### src/rtl/mips_mem_arbiter.sv
`default_nettype none
// ============================================================================
//  Module   : mips_mem_arbiter
//  Purpose  : Round-robin two-requester arbiter/sequencer for MIPS_Memory;
//             turns a req/ack handshake into one-cycle MemRead/MemWrite strobes.
//  Revision : 1.0  initial release
// ============================================================================
module mips_mem_arbiter #(
    parameter int WIDTH  = 32,
    parameter int RD_LAT = 1
) (
    input  logic             clk,
    input  logic             rst,
    input  logic             req0,
    input  logic             req1,
    input  logic             we0,
    input  logic             we1,
    input  logic [WIDTH-1:0] addr0,
    input  logic [WIDTH-1:0] addr1,
    input  logic [WIDTH-1:0] wdata0,
    input  logic [WIDTH-1:0] wdata1,
    output logic             ack0,
    output logic             ack1,
    output logic [WIDTH-1:0] rdata0,
    output logic [WIDTH-1:0] rdata1,
    output logic             MemRead,
    output logic             MemWrite,
    output logic [WIDTH-1:0] addr,
    output logic [WIDTH-1:0] WrData,
    input  logic [WIDTH-1:0] RdData,
    output logic             busy,
    output logic             grant_id
);

    localparam logic [1:0] c_RD_LAT = 2'(RD_LAT);

    typedef enum logic [1:0] {
        S_IDLE  = 2'd0,
        S_ISSUE = 2'd1,
        S_WAIT  = 2'd2,
        S_RESP  = 2'd3
    } state_t;

    state_t           r_state;
    logic             r_last_grant;
    logic             r_we;
    logic [1:0]       r_wait_cnt;

    logic             w_any_req;
    logic             w_pick;
    logic             w_pick_we;
    logic [WIDTH-1:0] w_pick_addr;
    logic [WIDTH-1:0] w_pick_wdata;

    // On a tie the requester that did not win last time is chosen.
    always_comb begin
        w_any_req    = req0 | req1;
        w_pick       = (req0 & req1) ? ~r_last_grant : req1;
        w_pick_we    = w_pick ? we1    : we0;
        w_pick_addr  = w_pick ? addr1  : addr0;
        w_pick_wdata = w_pick ? wdata1 : wdata0;
    end

    always_ff @(posedge clk) begin
        if (rst) begin
            r_state      <= S_IDLE;
            r_last_grant <= 1'b1;
            r_we         <= 1'b0;
            r_wait_cnt   <= 2'd0;
            MemRead      <= 1'b0;
            MemWrite     <= 1'b0;
            ack0         <= 1'b0;
            ack1         <= 1'b0;
            busy         <= 1'b0;
            grant_id     <= 1'b0;
            addr         <= '0;
            WrData       <= '0;
            rdata0       <= '0;
            rdata1       <= '0;
        end else begin
            MemRead  <= 1'b0;
            MemWrite <= 1'b0;
            ack0     <= 1'b0;
            ack1     <= 1'b0;
            case (r_state)
                S_IDLE: begin
                    if (w_any_req) begin
                        grant_id     <= w_pick;
                        r_last_grant <= w_pick;
                        r_we         <= w_pick_we;
                        addr         <= w_pick_addr;
                        WrData       <= w_pick_wdata;
                        MemWrite     <= w_pick_we;
                        MemRead      <= ~w_pick_we;
                        busy         <= 1'b1;
                        r_state      <= S_ISSUE;
                    end
                end
                S_ISSUE: begin
                    if (r_we) begin
                        ack0    <= ~grant_id;
                        ack1    <= grant_id;
                        r_state <= S_RESP;
                    end else begin
                        r_wait_cnt <= c_RD_LAT;
                        r_state    <= S_WAIT;
                    end
                end
                S_WAIT: begin
                    // RdData becomes valid exactly RD_LAT cycles after the strobe.
                    if (r_wait_cnt == 2'd1) begin
                        if (grant_id) begin
                            rdata1 <= RdData;
                        end else begin
                            rdata0 <= RdData;
                        end
                        ack0    <= ~grant_id;
                        ack1    <= grant_id;
                        r_state <= S_RESP;
                    end else begin
                        r_wait_cnt <= r_wait_cnt - 2'd1;
                    end
                end
                S_RESP: begin
                    busy    <= 1'b0;
                    r_state <= S_IDLE;
                end
                default: begin
                    busy    <= 1'b0;
                    r_state <= S_IDLE;
                end
            endcase
        end
    end

endmodule
`default_nettype wire

### config.mk
export PLATFORM = sky130hd
export DESIGN_NAME = mips_mem_arbiter
export DESIGN_NICKNAME = d
export VERILOG_FILES = /design/src/rtl/mips_mem_arbiter.sv
export SDC_FILE = /design/constraint.sdc
export NUM_CORES = 1
export LEC_CHECK = 0
export ABC_AREA = 1
export BUFFER_PORTS_ARGS = -buffer_cell sky130_fd_sc_hd__buf_2
export CAP_MARGIN = 20
export CORE_MARGIN = 2
export CORE_UTILIZATION = 35
export CTS_CLUSTER_DIAMETER = 40
export DETAILED_ROUTE_END_ITERATION = 6
export GPL_ROUTABILITY_DRIVEN = 1
export PLACE_DENSITY = 0.64
export REMOVE_ABC_BUFFERS = 1
export SETUP_SLACK_MARGIN = 0.15
export SLEW_MARGIN = 15
export SYNTH_ARGS = -nofsm -noshare
export SYNTH_HDL_FRONTEND = slang
export SYNTH_SLANG_ARGS = --single-unit
### constraint.sdc
create_clock -name clk -period 3.97 [get_ports clk]
set_clock_uncertainty 0.1 [all_clocks]
set_input_delay 0.794 -clock clk [delete_from_list [all_inputs] [get_ports clk]]
set_output_delay 0.794 -clock clk [all_outputs]
set_load 0.005 [all_outputs]
Yosys cells after proc, flatten, opt, wreduce, memory -nomap -nowiden
Index checks and enable logic that the tools add are counted.
{ "op_classes": {"add_sub_neg": 1, "n_eq_ne": 8, "mux": 19, "bitwise": 7, "reduce_logical": 10} }
{ "ops": {"columns": ["operator", "count"], "rows": [
  ["$mux W32", 2],
  ["$reduce_and A3 Y1", 3],
  ["$mux W1", 8],
  ["$mux W2", 4],
  ["$ne A2 B2 Y1 const B", 4],
  ["$pmux W2 S4", 1],
  ["$pmux W1 S2", 3],
  ["$reduce_and A2 Y1", 3],
  ["$not A1 Y1", 5],
  ["$eq A2 B1 Y1 const B", 2],
  ["$eq A2 B2 Y1 const B", 2],
  ["$pmux W2 S2", 1],
  ["$reduce_bool A2 Y1", 2],
  ["$reduce_or A3 Y1", 1],
  ["$logic_not A2 Y1", 1],
  ["$sub A2 B1 Y2 const B", 1],
  ["$and A1 B1 Y1", 1],
  ["$or A1 B1 Y1", 1]
]} }
{ "totals": {"regBits": 140, "out_inout_bits": 134} }

Longest topological paths before layout
Gate-level depths: netlist (run 1).
{ "depth": {"word_depth": 4, "ltp_mapped": 9, "depth_no_buf": 8} }

Worst setup path before layout (run 1)
Ideal clock, no wire load.
{ "synth_path": {"kind": "input to register", "start": "input port req1", "end": "register busy", "setup_ps": 118, "arrival_ps": 1457, "path_slack_ps": 2296, "path_stages": 6, "n_path_buf": 2, "path_cell_list": "nor2_2 nor2_4 buf_6 buf_6 o21ai_1 a21oi_2"} }
{ "synth_between": {"elab_chain_cells": 3} }
{ "synth_rtl": {"columns": ["item", "line_no", "text"], "rows": [
  ["from (decl)", "15", "input logic req1,"],
  ["$or A1 B1 Y1", "57", "w_any_req = req0 | req1;"],
  ["$ne A2 B2 Y1 (no source line)", null, null],
  ["$reduce_and A2 Y1 (no source line)", null, null],
  ["to (signal assigned)", "74", "busy <= 1'b0;"],
  ["to (signal assigned)", "95", "busy <= 1'b1;"],
  ["to (signal assigned)", "125", "busy <= 1'b0;"],
  ["to (decl)", "31", "output logic busy,"]
]} }
Every way passes these cells.
A chain may end at the register's enable or synchronous reset.

Worst setup path after layout (run 1)
{ "layout_path": {"start": "register grant_id", "end": "output port grant_id"} }
{ "layout_rtl": {"columns": ["item", "line_no", "text"], "rows": [
  ["from (decl)", "32", "output logic grant_id"],
  ["from (signal assigned)", "88", "grant_id <= w_pick;"]
]} }
No word-level cell between the ends.

==> out/metrics.yaml, run 1 <==
sta:
  period_minus_slack_ps: 2287
  rsz0062_at_grt: "false"
  setup_violations: 0
  max_freq_mhz: 437.3
  finalSetupTns_ps: 0
  fin_crit_sh: 0.5760
  final.setup.worst_slack_ps: 1683
  slew-limit-headroom: 0.4149
  hold_viol_final: 0
  tightestPinTransition_ps: 875.6
  whs_ps: 355.1
  slew_violations: 0
min_path:
  worst_hold_path.endpoint: "rdata1[1]"
  hp-class: "reg -> reg"
  min-delay-start: "rdata1[1]"
  hold_depth: 2
placement:
  io_buffers: 299
  post-dp-hpwl_um: 12940
  place_inst: 1390
  pre_cts_slack_ps: 1492
  gp_congestion: 0.7629
power_and_ir_drop:
  pwr-share-seq: 0.370
  combPwrFrac: 0.298
  p_sw_uw: 1742
  leakage_uw: 0.004442
  swShare: 0.3391
  clkPwrFrac: 0.333
  p_per_area_nw_per_um2: 614.6
  p_int_uw: 3395
  peakVddDrop_mv: 0.2805
drt:
  drt_pre_antenna_iters: 4
  viasPerCell: 4.518
  wire_per_inst_um: 13.10
  antenna_left: 0
  vias: 6429
  drt_wl_total_um: 18640
  drc: 0
  drt-initial-drc-count: 220
final_layout:
  fin_util: 0.4816
  seq_area_sq_um: 2803
  area_delta_synth_final_pct: 33.94
  final_cells: 1423
  nets: 1358
  drive_above_1_share: 0.2966
  multiInputGateArea_sq_um: 2711
  fill_cells: 1823
die:
  fp.coreArea_sq_um: 17360
  die_area_sq_um: 18920
  fp-row-count: 48
  die_y_um: 137.5
  die_x_um: 137.5
  start_util: 0.3596
  io-pin-count: 300
yosys:
  ys_seq_elements: 140
  syn_area_sq_um: 6241
  synth_edf_count: 0
  async_flop_share: 0
  ys_types: 24
  syn_inst: 915
  synth_flop_cell: "dfxtp_1"
  avgSynthCellArea_sq_um: 6.821
  synth-seq-area-share: 0.4491
  yosysWarnings: 0
flow_run:
  drv_cap: 0
clocking:
  cts_sinks: 140
  h-tree-depth: 4
  cts-resized-gates: 0
  cts_made_buffers: 17
  cts_tree: "done"
  cts.clk_slew.worst_paths_ps: 60
  worstSkewPairLatency_ps: 420
  root_buffer: "clkbuf_16"
  cts.path.max_buffers: 2
  cts_hold_buffers: 0
  cts_setup_buffers: 0
grt:
  overflow: 0
  grt_pass1_vias: 5744
  track_usage: 0.1911
  antenna_found_initial: 0
  grt_max_degree: 60
  grt_pass1_wl_um: 28230
setup_path:
  path_max_fanout: 37
  r2r_slack_ps: 1710
  r2r-end: "addr[11]"
  startpoint: "grant_id"
  criticalPathCategory: "reg -> out"
  r2r-start: "r_state[0]"
  end_kind: "primary output"
  cp.arrival_ps: 1390
  reg2reg_depth: 8
  cp.required_ps: 3080
  cp-start-kind: "flip-flop"
status:
  outcome: "completed"
[registers in the layout (all words and copies together), names as in the netlist]
name and count:
MemRead 1, MemWrite 1, rdata1 32, grant_id 1
addr 32, WrData 32, ack1 1, r_wait_cnt 2
busy 1, r_last_grant 1, rdata0 32, r_state 2
r_we 1, ack0 1
[power by group through the flow]
stage	clock (uW)	combinational [uW]	sequential [uW]
detailed placement	0	1550	1920
floorplan	0	808	1960
CTS	1750	1550	1900
global placement	0	1530	1920
global route	1810	1770	1940
finish	1710	1530	1900
[cell families (layout without fill, tap and decap cells)]
family,Yosys count,in the layout,share of synthesized area
AOI/OAI and AO/OA,138,138,0.1121
adders and majority gates,8,8,0.01604
buffers and inverters,141,423,0.1165
DFF,140,140,0.4491
other,0,1,0
and+or+nand+nor,488,488,0.3063
[worst max-delay path: stages (launching register included)]
cell and delay (ps):
dfxtp_1 370, buf_4 410, buf_2 190
[layer usage]
metal  part of all wire  vias up  GRT usage
li1                   -     3359          -
met1               0.43     2821     0.2265
met2               0.44      230     0.3090
met3               0.11       19    0.08536
met4              0.013        0    0.06128
met5                  0        -          0
[cells in the mapped netlist, types with 2 or more instances]
cell	number	area share
buf_2	22	0.018
nand2_2	2	0.0020
or2_2	2	0.0020
a21oi_2	2	0.0028
dfxtp_1	140	0.45
clkbuf_1	13	0.0078
nor2_1	264	0.16
a21oi_1	34	0.027
nor2_4	2	0.0036
ha_1	8	0.016
inv_1	77	0.046
nand3_1	37	0.030
nand2_1	177	0.11
buf_6	22	0.040
inv_2	5	0.0030
o21ai_0	70	0.056
o21ai_1	31	0.025
[cells in the final DEF, fill, tap and decap left out, drive strengths merged]
master and instances:
dfxtp 140, nor2b 1, clkbuf 19, a31oi 1, buf 309, nand2 179
a21oi 36, clkinvlp 2, bufinv 3, nand4 1, nand3 37, nor2 267
ha 8, inv 87, or2 2, nor3 1, clkinv 3, o21ai 101
diode 1
[how the worst max path moves through the flow]
| stage | end | slack (ps) | depth (start not counted) |
|---|---|---|---|
| CTS | grant_id | 1660 | 2 |
| detailed placement | addr[9] | 1490 | 9 |
| finish | grant_id | 1680 | 2 |
| floorplan | r_we | 1270 | 4 |
| global route | WrData[0] | 1450 | 8 |
| global placement | addr[9] | 1520 | 9 |
[final cells by class]
class                           instances  share of cell area
Clock inverter                         13             0.02125
Timing Repair Buffer                  309              0.1940
Inverter                               82             0.03697
Antenna cell                            1           0.0002994
Clock buffer                           19             0.05418
Sequential cell                       140              0.3353
Tap cell                              225             0.03368
Multi-Input combinational cell        634              0.3244
[metrics by stage]
stage	instance area [sq um]	total power, uW
5_1_grt	8357	5518
3_5_place_dp	7726	3472
4_1_cts	8357	5201
3_3_place_gp	7726	3454
6_report	8359	5137
2_1_floorplan	5822	2769
Note: power is estimated with default switching activity, not from simulation.
==> run 2: changes to the inputs <==
--- a/config.mk
+++ b/config.mk
@@ -13,7 +13,7 @@
 export CTS_CLUSTER_DIAMETER = 40
 export DETAILED_ROUTE_END_ITERATION = 6
 export GPL_ROUTABILITY_DRIVEN = 1
-export PLACE_DENSITY = 0.64
+export PLACE_DENSITY = 0.67
 export REMOVE_ABC_BUFFERS = 1
 export SETUP_SLACK_MARGIN = 0.15
 export SLEW_MARGIN = 15
==> constraint.sdc (replaced) <==
create_clock -name clk -period 2.1 [get_ports clk]
set_clock_uncertainty 0.1 [all_clocks]
set_input_delay 0.42 -clock clk [delete_from_list [all_inputs] [get_ports clk]]
set_output_delay 0.42 -clock clk [all_outputs]
set_load 0.005 [all_outputs]
==> run 2 against run 1 <==
Clock-buffer cell count is 2 lower. Largest cell class unchanged. Wire length is 4.2% lower. Flip-flop and latch count stayed put. Global-route usage is 0.85 points lower. Utilization is 0.33 points higher. Worst hold slack worse by 200 ps. Sequential power is 89% higher. Critical path depth is 1 lower. Die area stayed put. Final area is 0.69% higher. First-iteration DRC count is 5.9% lower.
==> out/metrics.yaml, run 2 (synthesized netlist as in run 1, its figures left out) <==
status:
  outcome: "completed"  # unchanged
setup_path:
  cp-start-kind: "flip-flop"  # unchanged
  reg2reg_depth: 7  # was 8
  crit_family: "flip-flops"  # was buffers and inverters
  cp.required_ps: 1580  # was 3080 ps
  worst-path-buf-inv: 1  # was 2
  cp_num_cells: 1  # was 2
  r2r-end: "rdata0[31]"  # was addr[11]
  r2r-start: "r_state[0]"  # unchanged
  end_kind: "primary output"  # unchanged
  path_max_fanout: 14  # was 37
  cpPeakStageDelay_ps: 670  # was 410 ps
  r2r_slack_ps: 350  # was 1710 ps
  cp.arrival_ps: 1290  # was 1390 ps
  criticalPathCategory: "reg -> out"  # unchanged
  crit_slowest_cell: "dfxtp_1"  # was buf_4
  cp_cell_sequence: "buf_2"  # was buf_4 -> buf_2
die:
  io-pin-count: 300  # unchanged
  die_x_um: 137.5  # unchanged
  fp-row-count: 48  # unchanged
  die_y_um: 137.5  # unchanged
  start_util: 0.3596  # unchanged
  die_area_sq_um: 18920  # unchanged
  fp.coreArea_sq_um: 17360  # unchanged
sta:
  rsz0062_at_grt: "false"  # unchanged
  period_minus_slack_ps: 1807
  max_freq_mhz: 553.4
  slew-limit-headroom: 0.6345  # was 0.4149
  setup_violations: 0  # unchanged
  slew_violations: 0  # unchanged
  tightestPinTransition_ps: 547.5  # was 875.6 ps
  fin_crit_sh: 0.8604
  hold_viol_final: 0  # unchanged
final_layout:
  fin_util: 0.4849  # was 0.4816
  fin_area_sq_um: 8417  # was 8359 sq um
  layout_commonest_cell: "buf_2"  # unchanged
  final_cell_mix: "299 x buf_2, 264 x nor2_1, 177 x nand2_1, 140 x dfxtp_1, 77 x inv_1"  # unchanged
  antennaDiodeCount: 0  # was 1
  nets: 1364  # was 1358
  drive_above_1_share: 0.2995  # was 0.2966
  area_delta_synth_final_pct: 34.86  # was 33.94%
power_and_ir_drop:
  p_per_area_nw_per_um2: 1159  # was 614.6 nW/um^2
  p_int_uw: 6487  # was 3395 uW
  pwr-share-seq: 0.369  # was 0.370
  peakVddDrop_mv: 0.5573  # was 0.2805 mV
  finalPower_uw: 9758  # was 5137 uW
  swShare: 0.3352  # was 0.3391
  combPwrFrac: 0.297  # was 0.298
  p_sw_uw: 3271  # was 1742 uW
  clkPwrFrac: 0.334  # was 0.333
  leakage_uw: 0.004478  # was 0.004442 uW
grt:
  gr-usage-met3: 0.06439  # was 0.08536
  grt_pass1_wl_um: 27540  # was 28230 um
  busiest_layer: "met2"  # unchanged
  track_usage: 0.1826  # was 0.1911
  grt_pass1_vias: 5619  # was 5744
  grt_use_met2: 0.2927  # was 0.3090
  grt_max_degree: 105  # was 60
  antenna_found_initial: 0  # unchanged
  overflow: 0  # unchanged
  grt_util_met1: 0.2320  # was 0.2265
min_path:
  hold_depth: 3  # was 2
  worst_hold_path.endpoint: "rdata0[30]"  # was rdata1[1]
  min-delay-start: "RdData[30]"  # was rdata1[1]
  hp-class: "in -> reg"  # was reg -> reg
clocking:
  worstSkewPairLatency_ps: 410  # was 420 ps
  cts_tree: "done"  # unchanged
  cts_hold_buffers: 0  # unchanged
  cts-resized-gates: 0  # unchanged
  cts_sinks: 140  # unchanged
  root_buffer: "clkbuf_16"  # unchanged
  h-tree-depth: 4  # unchanged
  cts.clk_slew.worst_paths_ps: 60  # about the same
  cts_setup_buffers: 0  # unchanged
  cts.path.max_buffers: 2  # unchanged
  cts_made_buffers: 17  # unchanged
drt:
  viasPerCell: 4.484  # was 4.518
  drt_wl_total_um: 17850  # was 18640 um
  drt_pre_antenna_iters: 4  # unchanged
  wire_per_inst_um: 12.51  # was 13.10 um
  drc: 0  # unchanged
  drt-initial-drc-count: 207  # was 220
  antenna_left: 0  # unchanged
  vias: 6398  # was 6429
flow_run:
  drv_cap: 0  # unchanged
placement:
  gp_congestion: 0.7847  # was 0.7629
  io_buffers: 299  # unchanged
  placed_area_sq_um: 7784  # was 7726 sq um
  post-dp-hpwl_um: 12560  # was 12940 um
## run 2: worst min-delay path, cell delays in order
cell and delay (ps):
buf_2 90, nor2_1 40, nor2_1 80
## run 2: area by class of cell
cell class / instances / area, sq um
fill: 1800 / 8940
sequential: 140 / 2803
multi-input combinational: 634 / 2711
timing repair buffer: 315 / 1679
clock buffer: 17 / 425.4
inverter: 82 / 309.0
tap: 225 / 281.5
clock inverter: 14 / 207.7
## run 2: worst max path at each step
stage | start | endpoint | slack (ps)
after floorplan | r_state[0] | r_we | -510
after global routing | r_state[0] | WrData[25] | 180
after CTS | grant_id | grant_id | 270
after global placement | r_state[0] | WrData[5] | 370
after detailed placement | r_state[0] | WrData[5] | 350
final | grant_id | grant_id | 290
## run 2: power groups by stage
stage	Clock [uW]	Combinational (uW)	Sequential (uW)
finish	3260	2900	3600
global route	3440	3320	3680
CTS	3350	2940	3600
detailed placement	0	2940	3640
global placement	0	2890	3630
floorplan	0	1530	3710
## run 2: routing by layer
layer	share of wire	vias up	routed length, um
met5	0	-	0
met4	0.010	0	184
met3	0.10	13	1874
met2	0.45	240	8023
met1	0.44	2780	7769
li1	-	3365	-
## run 2: through the flow
stage	setup TNS, ps	worst slack (ps)	hold WS (ps)	instances
CTS	0	268.6	128.4	1427
global placement	0	373.1	345.7	1396
finish	0	293.1	153.5	1427
global route	0	180.1	145.2	1427
detailed placement	0	354.1	349.0	1396
floorplan	-30480	-512.3	328.7	856
==> run 3: changes to the inputs <==
--- a/config.mk
+++ b/config.mk
@@ -8,12 +8,11 @@
 export ABC_AREA = 1
 export BUFFER_PORTS_ARGS = -buffer_cell sky130_fd_sc_hd__buf_2
 export CAP_MARGIN = 20
-export CORE_MARGIN = 2
 export CORE_UTILIZATION = 35
 export CTS_CLUSTER_DIAMETER = 40
 export DETAILED_ROUTE_END_ITERATION = 6
 export GPL_ROUTABILITY_DRIVEN = 1
-export PLACE_DENSITY = 0.67
+export PLACE_DENSITY = 0.66
 export REMOVE_ABC_BUFFERS = 1
 export SETUP_SLACK_MARGIN = 0.15
 export SLEW_MARGIN = 15
==> run 3 against run 2 <==
Maximum frequency is 3.4% higher. Global-route usage grew 1.4 points. Sequential share of layout area down 0.17 points. Final area is 0.51% higher. Critical path depth grew 7. Clock-buffer cell count grew 1. Clock power increased by 1%. Via count grew 1.0%.
==> out/metrics.yaml, run 3 (synthesized netlist as in run 1, its figures left out) <==
die:
  fp.coreArea_sq_um: 17360  # unchanged
  start_util: 0.3596  # unchanged
  die_area_sq_um: 18370  # was 18920 sq um
  die_x_um: 135.5  # was 137.5 um
  die_y_um: 135.5  # was 137.5 um
  fp-row-count: 48  # unchanged
  io-pin-count: 300  # unchanged
sta:
  setup_violations: 0  # unchanged
  slew_violations: 0  # unchanged
  period_minus_slack_ps: 1748  # was 1807 ps
  final.setup.worst_slack_ps: 352.2  # was 293.1 ps
  slew-limit-headroom: 0.7131  # was 0.6345
  rsz0062_at_grt: "false"  # unchanged
  fin_crit_sh: 0.8323  # was 0.8604
  hold_viol_final: 0  # unchanged
  tightestPinTransition_ps: 430.4  # was 547.5 ps
  finalSetupTns_ps: 0  # unchanged
  max_freq_mhz: 572.2  # was 553.4 MHz
setup_path:
  path_max_fanout: 66  # was 14
  crit_slowest_cell: "dfxtp_1"  # unchanged
  worst-path-buf-inv: 3  # was 1
  cpPeakStageDelay_ps: 340  # was 670 ps
  cp-start-kind: "flip-flop"  # unchanged
  cp.required_ps: 2310  # was 1580 ps
  cp_common_cell: "nor2_1"
  criticalPathCategory: "reg -> reg"  # was reg -> out
  crit_family: "buffers and inverters"  # was flip-flops
  cp_cell_sequence: "inv_1 -> ha_1 -> inv_2 -> nor2_4 -> buf_12 -> nand2_1 -> nor2_1 -> nor2_1"  # was buf_2
  end_kind: "flip-flop"  # was primary output
  cp.arrival_ps: 1960  # was 1290 ps
clocking:
  cts_sinks: 140  # unchanged
  root_buffer: "clkbuf_16"  # unchanged
  h-tree-depth: 4  # unchanged
  cts.clk_slew.worst_paths_ps: 60  # about the same
  cts_hold_buffers: 0  # unchanged
  cts-resized-gates: 0  # unchanged
  worstSkewPairLatency_ps: 410  # about the same
  cts_made_buffers: 17  # unchanged
  cts_tree: "done"  # unchanged
  cts.path.max_buffers: 2  # unchanged
  cts_setup_buffers: 0  # unchanged
placement:
  io_buffers: 299  # unchanged
  pre_cts_slack_ps: 357.6  # was 354.1 ps
  placed_area_sq_um: 7807  # was 7784 sq um
  place_inst: 1394  # was 1396
  post-dp-hpwl_um: 12870  # was 12560 um
  gp_congestion: 0.8119  # was 0.7847
grt:
  track_usage: 0.1964  # was 0.1826
  grt_pass1_wl_um: 28190  # was 27540 um
  overflow: 0  # unchanged
  antenna_found_initial: 1  # was 0
  grt_pass1_vias: 5832  # was 5619
  grt_max_degree: 67  # was 105
power_and_ir_drop:
  combPwrFrac: 0.297  # about the same
  peakVddDrop_mv: 0.5358  # was 0.5573 mV
  p_sw_uw: 3266  # was 3271 uW
  swShare: 0.3330  # was 0.3352
  finalPower_uw: 9808  # was 9758 uW
  clkPwrFrac: 0.336  # was 0.334
  pwr-share-seq: 0.367  # was 0.369
  p_per_area_nw_per_um2: 1159  # about the same
  leakage_uw: 0.004488  # was 0.004478 uW
  p_int_uw: 6543  # was 6487 uW
drt:
  viasPerCell: 4.528  # was 4.484
  drt_wl_total_um: 18130  # was 17850 um
  wire_per_inst_um: 12.70  # was 12.51 um
  drc: 0  # unchanged
  antenna_left: 0  # unchanged
  vias: 6462  # was 6398
  drt_pre_antenna_iters: 6  # was 4
  drt-initial-drc-count: 206  # was 207
final_layout:
  nets: 1362  # was 1364
  drive_above_1_share: 0.2989  # was 0.2995
  fill_cells: 1781  # was 1800
  final_cell_mix: "299 x buf_2, 264 x nor2_1, 177 x nand2_1, 140 x dfxtp_1, 77 x inv_1"  # unchanged
  area_delta_synth_final_pct: 35.55  # was 34.86%
  fin_area_sq_um: 8459  # was 8417 sq um
  final_cells: 1427  # unchanged
  layout_commonest_cell: "buf_2"  # unchanged
status:
  outcome: "completed"  # unchanged
flow_run:
  drv_cap: 0  # unchanged
min_path:
  hp-class: "in -> reg"  # unchanged
==> run 3: cell types whose count changed in the layout (fill, tap and decap cells not counted), moves of 2 or more <==
cell,change
clkinv_4,+2
inv_6,-3
buf_4,-5
buf_12,+3
==> run 3: power groups by stage <==
stage / Clock, uW / Sequential (uW) / Combinational, uW
after global routing: 3510 / 3680 / 3330
after floorplan: 0 / 3710 / 1530
after CTS: 3380 / 3600 / 2960
after global placement: 0 / 3640 / 2920
final: 3300 / 3600 / 2910
after detailed placement: 0 / 3640 / 2950
==> run 3: worst reg2reg max path, stage by stage (launching register included) <==
cell	delay (ps)
dfxtp_1	340
inv_1	150
ha_1	260
inv_2	60
nor2_4	180
buf_12	270
nand2_1	100
nor2_1	120
nor2_1	60
==> run 3: area by class of cell <==
type,count,area (sq um),share of cell area
inverters,82,310.3,0.03668
well taps,225,281.5,0.03328
clock buffers,18,439.2,0.05192
repair buffers,313,1702,0.2012
flip-flops and latches,140,2803,0.3313
multi-input cells,634,2711,0.3205
diodes,1,2.502,0.0002958
clock inverters,14,210.2,0.02485
==> run 3: routing by layer <==
layer	vias to the layer above	track usage	part of all wire
met1	2827	0.2349	0.43
met5	-	0	0
li1	3370	-	-
met3	18	0.06659	0.094
met4	0	0.07491	0.014
met2	247	0.3234	0.46
==> run 3: per-stage QoR <==
step	util	hold WS, ps
after floorplan	-	328.7
after global placement	0.4498	345.8
after detailed placement	0.4498	348.2
after CTS	0.4872	130.3
after global routing	0.4872	134.5
final	0.4874	148.2
==> run 3: final timing paths <==
kind                            startpoint          to  slack [ps]  cells past startpoint
worst max-delay path            r_state[0]   WrData[6]         350                      8
worst min-delay path            RdData[30]  rdata0[30]         150                      3
worst max register to register  r_state[0]   WrData[6]         350                      8
worst min register to register  rdata1[25]  rdata1[25]         360                      2
